[src/rtl/div_seq.sv]
// rtl/div_seq.sv - iterative restoring divider, start/busy/done handshake; optional signed mode under DIV_SEQ_SIGNED_EN
module div_seq #(
  parameter int N = 8
) (
  input  logic         clk,
  input  logic         rst,
  input  logic         start,
  input  logic [N-1:0] dividend,
  input  logic [N-1:0] divisor,
`ifdef DIV_SEQ_SIGNED_EN
  input  logic         sgn,
  output logic         ovf,
`endif
  output logic         busy,
  output logic         done,
  output logic [N-1:0] quotient,
  output logic [N-1:0] remainder,
  output logic         dz
);

  localparam int CW = $clog2(N);

  typedef enum logic [1:0] {S_IDLE, S_RUN, S_DONE} state_t;

  state_t         state_q, state_d;
  logic [N-1:0]   p_q, p_d;       // partial remainder
  logic [N-1:0]   q_q, q_d;       // dividend shifting out / quotient shifting in
  logic [N-1:0]   d_q, d_d;       // divisor magnitude
  logic [CW-1:0]  cnt_q, cnt_d;
  logic [N-1:0]   quo_q, quo_d;
  logic [N-1:0]   rem_q, rem_d;
  logic           dz_q, dz_d;
  logic           negq_q, negq_d; // quotient must be negated at the end
  logic           negr_q, negr_d; // remainder must be negated at the end
  logic           ovf_q, ovf_d;

  logic           signed_op;
  logic           a_neg, b_neg;
  logic [N-1:0]   a_mag, b_mag;
  logic [N:0]     shifted, trial;
  logic [N-1:0]   step_p, step_q;

`ifdef DIV_SEQ_SIGNED_EN
  assign signed_op = sgn;
`else
  assign signed_op = 1'b0;
`endif

  // Operand magnitudes at capture; the core only ever sees unsigned values
  always_comb begin
    a_neg = signed_op & dividend[N-1];
    b_neg = signed_op & divisor[N-1];
    a_mag = a_neg ? (~dividend + 1'b1) : dividend;
    b_mag = b_neg ? (~divisor + 1'b1) : divisor;
  end

  // One restoring step: shift {P,Q} left, trial-subtract D one bit wider than P
  always_comb begin
    shifted = {p_q, q_q[N-1]};
    trial   = shifted - {1'b0, d_q};
    step_p  = trial[N] ? shifted[N-1:0] : trial[N-1:0];
    step_q  = {q_q[N-2:0], ~trial[N]};
  end

  // Next-state and datapath control
  always_comb begin
    state_d = state_q;
    p_d     = p_q;
    q_d     = q_q;
    d_d     = d_q;
    cnt_d   = cnt_q;
    quo_d   = quo_q;
    rem_d   = rem_q;
    dz_d    = dz_q;
    negq_d  = negq_q;
    negr_d  = negr_q;
    ovf_d   = ovf_q;
    case (state_q)
      S_IDLE: begin
        if (start) begin
          p_d    = '0;
          q_d    = a_mag;
          d_d    = b_mag;
          cnt_d  = '0;
          negq_d = a_neg ^ b_neg;
          negr_d = a_neg;
          dz_d   = (divisor == '0);
          ovf_d  = signed_op && (dividend == {1'b1, {(N-1){1'b0}}}) && (divisor == '1);
          if (divisor == '0) begin
            // Divide-by-zero skips the core entirely
            quo_d   = '1;
            rem_d   = dividend;
            state_d = S_DONE;
          end else begin
            state_d = S_RUN;
          end
        end
      end
      S_RUN: begin
        p_d   = step_p;
        q_d   = step_q;
        cnt_d = cnt_q + 1'b1;
        if (cnt_q == CW'(N-1)) begin
          quo_d   = negq_q ? (~step_q + 1'b1) : step_q;
          rem_d   = negr_q ? (~step_p + 1'b1) : step_p;
          state_d = S_DONE;
        end
      end
      S_DONE: begin
        state_d = S_IDLE;
      end
      default: begin
        state_d = S_IDLE;
      end
    endcase
  end

  // State and datapath registers with synchronous reset
  always_ff @(posedge clk) begin
    if (rst) begin
      state_q <= S_IDLE;
      p_q     <= '0;
      q_q     <= '0;
      d_q     <= '0;
      cnt_q   <= '0;
      quo_q   <= '0;
      rem_q   <= '0;
      dz_q    <= 1'b0;
      negq_q  <= 1'b0;
      negr_q  <= 1'b0;
      ovf_q   <= 1'b0;
    end else begin
      state_q <= state_d;
      p_q     <= p_d;
      q_q     <= q_d;
      d_q     <= d_d;
      cnt_q   <= cnt_d;
      quo_q   <= quo_d;
      rem_q   <= rem_d;
      dz_q    <= dz_d;
      negq_q  <= negq_d;
      negr_q  <= negr_d;
      ovf_q   <= ovf_d;
    end
  end

  assign busy      = (state_q != S_IDLE);
  assign done      = (state_q == S_DONE);
  assign quotient  = quo_q;
  assign remainder = rem_q;
  assign dz        = dz_q;
`ifdef DIV_SEQ_SIGNED_EN
  assign ovf       = ovf_q;
`else
  logic unused_ovf;
  assign unused_ovf = ovf_q;
`endif

endmodule

[config.mk]
export PLATFORM = sky130hd
export DESIGN_NAME = div_seq
export DESIGN_NICKNAME = d
export VERILOG_FILES = /design/src/rtl/div_seq.sv
export SDC_FILE = /design/constraint.sdc
export NUM_CORES = 1
export LEC_CHECK = 0
export ABC_AREA = 0
export BUFFER_PORTS_ARGS = -buffer_cell sky130_fd_sc_hd__buf_2
export CAP_MARGIN = 0
export CORE_ASPECT_RATIO = 0.5
export CORE_MARGIN = 2
export CORE_UTILIZATION = 51
export CTS_CLUSTER_DIAMETER = 60
export DETAILED_ROUTE_END_ITERATION = 7
export GPL_TIMING_DRIVEN = 1
export PLACE_DENSITY_LB_ADDON = 0.25
export SLEW_MARGIN = 15
export SYNTH_ARGS = -nofsm -noshare
export SYNTH_HDL_FRONTEND = slang
export SYNTH_SLANG_ARGS = --single-unit
[constraint.sdc]
create_clock -name clk -period 2.3 [get_ports clk]
set_input_delay 0.46 -clock clk [delete_from_list [all_inputs] [get_ports clk]]
set_output_delay 0.46 -clock clk [all_outputs]
set_load 0.02 [all_outputs]
* Word level (Yosys, flattened, before mapping)
Cells that the tools add are included.
** Operators by class
- Add/sub/neg operators :: 2
- $mul :: 0
- Divide/modulo/power cells :: 0
- $lt $le $gt $ge :: 0
- Eq/ne operators :: 6
- Shift-type cells :: 0
- Mux-type cells :: 19
- Bitwise logic cells :: 1
- Reductions and logical operators :: 8
** Operator list (count)
- two-way mux 8 bit :: 9
- case mux 8 bit (2 select lines) :: 4
- subtractor 9 x 8 -> 9 bit :: 1
- logical NOT 8 bit :: 1
- two-way mux 2 bit :: 3
- inequality test 2 bit, second input constant :: 3
- case mux 3 bit (2 select lines) :: 1
- AND reduction 2 bit :: 3
- case mux 2 bit (2 select lines) :: 1
- AND reduction 4 bit :: 1
- nonzero test 2 bit :: 2
- adder 3 x 1 -> 3 bit, second input constant :: 1
- equality test 3 bit, second input constant :: 1
- two-way mux 3 bit :: 1
- equality test 2 x 1 -> 1 bit, second input constant :: 1
- equality test 2 bit, second input constant :: 1
- logical NOT 2 bit :: 1
- inverter 1 bit :: 1
** Word-level totals
- Flip-flop bits (word level) :: 46
- Bits in latches :: 0
- Memory bits (writable) :: 0
- Bits in read-only memories :: 0
- Input bits :: 19
- Output and inout bits :: 19
- Logic and storage cells :: 44
- Memories :: 0

* Depth between registers and ports, before layout
- Depth after elaboration :: 4
- Depth in mapped cells :: 10
- Gate-level depth less buffers :: 10

* Least setup slack after synthesis
OpenSTA, ideal clock, no wires.
- Kind :: register to register
- Start point :: register q_q[7]
- End point :: register rem_q[3] (netlist: remainder[3])
- Library setup time :: 0.088 ns
- Data arrival time :: 2.169 ns
- Data required time :: 2.212 ns
- Setup slack :: 0.043 ns
- Stages on the path, launching flop included :: 11
- Path buffers :: 0
- Clock period less this slack :: 2.257 ns
- Cell sequence :: dfxtp_1 -> inv_1 -> ha_1 -> inv_1 -> fa_1 -> a211oi_4 -> o211a_4 -> nor3_4 -> nor4_2 -> o21ai_1 -> a311oi_2
** Between the ends
- Cells in the longest elaborated chain, start to end :: 4
** RTL lines
- start, declared :: line 27 : logic [N-1:0] q_q, q_d;
- start signal, assigned :: line 135 : q_q <= q_d;
- subtractor 9 x 8 -> 9 bit :: line 60 : trial = shifted - {1'b0, d_q};
- two-way mux 8 bit :: line 61 : step_p = trial[N] ? shifted[N-1:0] : trial[N-1:0];
- two-way mux 8 bit :: line 103 : if (cnt_q == CW'(N-1)) begin
- case mux 8 bit (2 select lines) :: line 78 : case (state_q)
- end signal, assigned :: line 139 : rem_q <= rem_d;
- end, declared :: line 31 : logic [N-1:0] rem_q, rem_d;
Every way passes these cells. The select of a mux whose other input is x is not followed.
A chain may end at the register's enable or synchronous reset.

* Final worst setup path
Ends and elaborated chain as after synthesis.

==> reports/metrics.csv <==
metric,value,unit
wirelength,6490,um
pre_cts_slack,-0.106,ns
finalSetupTns,0,ns
synth_cell_types,53,
routabilityCongestion,0.919,
rows,18,
start_kind,register,
path_cells,"inv_2, ha_4, inv_2, fa_2, a211oi_4, o211a_4, o21ai_4, a21boi_0, o21ai_1, a311oi_2",
dp_hpwl,4910,um
final_nets,375,
worst_pin_slew,0.664,ns
slowest_stage,fa_2,
grt_pass1_vias,2134,
vias_per_cell,5.61,
clock_sinks,46,
use_met3,6.90,%
track_usage,23.8,%
ys_ff_latch,46,
crit_path_max_fanout,8,
numPortBuffers,37,
initialDrtViolationCount,113,
antenna_found_initial,0,
endpoint_kind,register,
timing_hold_violations_final,0,
ys.flop_type,dfxtp_1,
finalSetupViolCount,0,
multiInputGateArea,1540,um^2
holdPathEnd,d_q[0],
clk_pin_slew,0.09,ns
r2r_start,q_q[7],
num_vias,2334,
finalCriticalPeriod,2.28,ns
seq_area,923,um^2
met1_usage,30.3,%
synthesis.area,2530,um^2
synthArstFlopShare,0,%
reg2reg_slack,0.02,ns
synth_seq_area_share,36.4,%
timing.fmax,438,MHz
fin_util,61.9,%
slew_headroom,55.4,%
synth_nets,333,
ys_warn_count,0,
worst_slack,0.0193,ns
drv_cap,0,
reg2reg_depth,10,
root_buffer,clkbuf_8,
status,"complete, no violations",
diodes,0,
use_met2,40.4,%
grt_pass1_wl,10300,um
syn_avg_cell_area,8.34,um^2
r2r_end,remainder[3],
top_usage_layer,met2,
drc,0,
grt_overflow_total,0,
dr.pass1.iters,4,
die_w,104,um
die_area,5570,um^2
synth-edff-count,0,
htree_levels,2,
fin_crit_sh,99.2,%
ant_nets,0,
peakVddDrop,0.299,mV
cts_tree,yes,
cts_made_buffers,5,
hp-class,input pin to register,
p_per_area,706,nW/um^2
core_area,4840,um^2
io-pin-count,38,
fin_worst_skew,0.0119,ns
leakagePower,1.24,nW
syn_inst,303,
whs_path_depth,3,
path_common_cell,inv_2,
clockBufferDepth,2,
cp.arrival,2.51,ns
crit_path_max_incr_delay,0.36,ns
crit_type,register to register,
clk_latency,0.32,ns
start_util,52.2,%
grt_max_degree,20,
min_from,divisor[0],
maxSlewViolCount,0,
cp_data_required_time,2.53,ns
drt-wirelength-per-cell,15.6,um
nFillCells,431,
die_h,53.8,um
layout-drive-gt1-share,27.5,%
area_growth,18.6,%
rsz0062_at_grt,true,
[area by class of cell]
cell class              count  share of cell area, %
clock inverters             3                  0.793
inverters                  14                   1.75
multi-input cells         227                   51.2
well taps                  70                   2.92
flip-flops and latches     46                   30.8
repair buffers             51                   10.2
clock buffers               5                   2.30
[worst max path at each step]
stage / slack (ns) / from / cells past startpoint / end
4_1_cts: 0.0008 / q_q[7] / 10 / remainder[3]
6_report: 0.02 / q_q[7] / 10 / remainder[3]
5_1_grt: -0.09 / q_q[7] / 10 / remainder[3]
3_3_place_gp: -0.01 / q_q[7] / 10 / remainder[1]
3_5_place_dp: -0.11 / q_q[7] / 11 / remainder[7]
2_1_floorplan: 0.04 / q_q[7] / 10 / remainder[3]
[synth_stat cells (all sizes together), types with 2 or more instances]
master	instances	area, um^2
xnor2	3	26.3
nor3	5	36.3
a211oi	10	87.6
clkbuf	10	37.5
o21ai	18	105
buf	6	38.8
ha	10	125
a31oi	4	25.0
a21boi	5	37.5
o21a	2	15.0
nor2	43	164
a22oi	2	15.0
a21oi	23	130
a311oi	12	130
dfxtp	46	921
nand2	48	180
nor4	4	67.6
and2	2	12.5
a21o	4	30.0
nand3	6	35.0
inv	14	52.6
o211ai	7	72.6
nor2b	3	18.8
[what timing repair did]
item                                   in CTS  in global routing
pin swaps                                  13                 16
setup buffers                               1                  1
gates resized for setup                    12                  5
endpoints found under the hold margin       0                  0
hold buffers                                0                  0
gates cloned                                0                  0
setup endpoints to repair                  18                 18
[cell families after synthesis]
| family | Yosys count | share of synthesized area (%) |
|---|---|---|
| AND/OR/NAND/NOR | 118 | 22.9 |
| AO/OA/AOI/OAI | 94 | 28.4 |
| flip-flops | 46 | 36.4 |
| buffers and inverters | 30 | 5.10 |
| adder cells (fa/ha/maj) | 11 | 5.74 |
| XOR/XNOR | 3 | 1.04 |
| multiplexers | 1 | 0.396 |
[layout by cell type (no fill, tap or decap), drive strengths merged, types with 6 or more instances in the layout]
cell type / instances
a211oi: 10
a21oi: 23
a311oi: 12
buf: 51
dfxtp: 46
ha: 10
inv: 15
nand2: 48
nand3: 6
nor2: 43
o211ai: 7
o21ai: 18
[sequential cells by signal (all words and copies together), names as in the netlist]
name,cells
dz,1
d_q,8
state_q,2
quotient,8
remainder,8
p_q,8
cnt_q,3
q_q,8
[worst max-delay path, delay by kind of cell (launching register included)]
| kind | cells | cell delay (ns) |
|---|---|---|
| buffers and inverters | 2 | 0.09 |
| adders and majority gates | 2 | 0.50 |
| AOI/OAI and AO/OA | 6 | 1.27 |
| DFF | 1 | 0.33 |
[where the power goes]
group          switching [mW]  total, mW  internal (mW)  leakage, nW
logic                   0.412      0.720          0.308        0.824
clock network           0.301      0.518          0.217       0.0408
registers              0.0409      0.878          0.837        0.375
[per-layer routing]
layer / wire, um / vias up
met4: 101 / 0
met3: 377 / 11
li1: - / 1164
met1: 3020 / 1088
met2: 2990 / 71
met5: 0 / -
[stage by stage]
step | power, mW | area (um^2) | instances | hold WS (ns)
final | 2.12 | 3000 | 416 | 0.413
after global routing | 2.22 | 3000 | 416 | 0.411
after CTS | 2.09 | 2970 | 415 | 0.401
after detailed placement | 1.54 | 2830 | 406 | 0.451
after global placement | 1.51 | 2830 | 406 | 0.440
after floorplan | 1.36 | 2530 | 303 | 0.436
No activity file was read; power rests on OpenSTA's default activity.
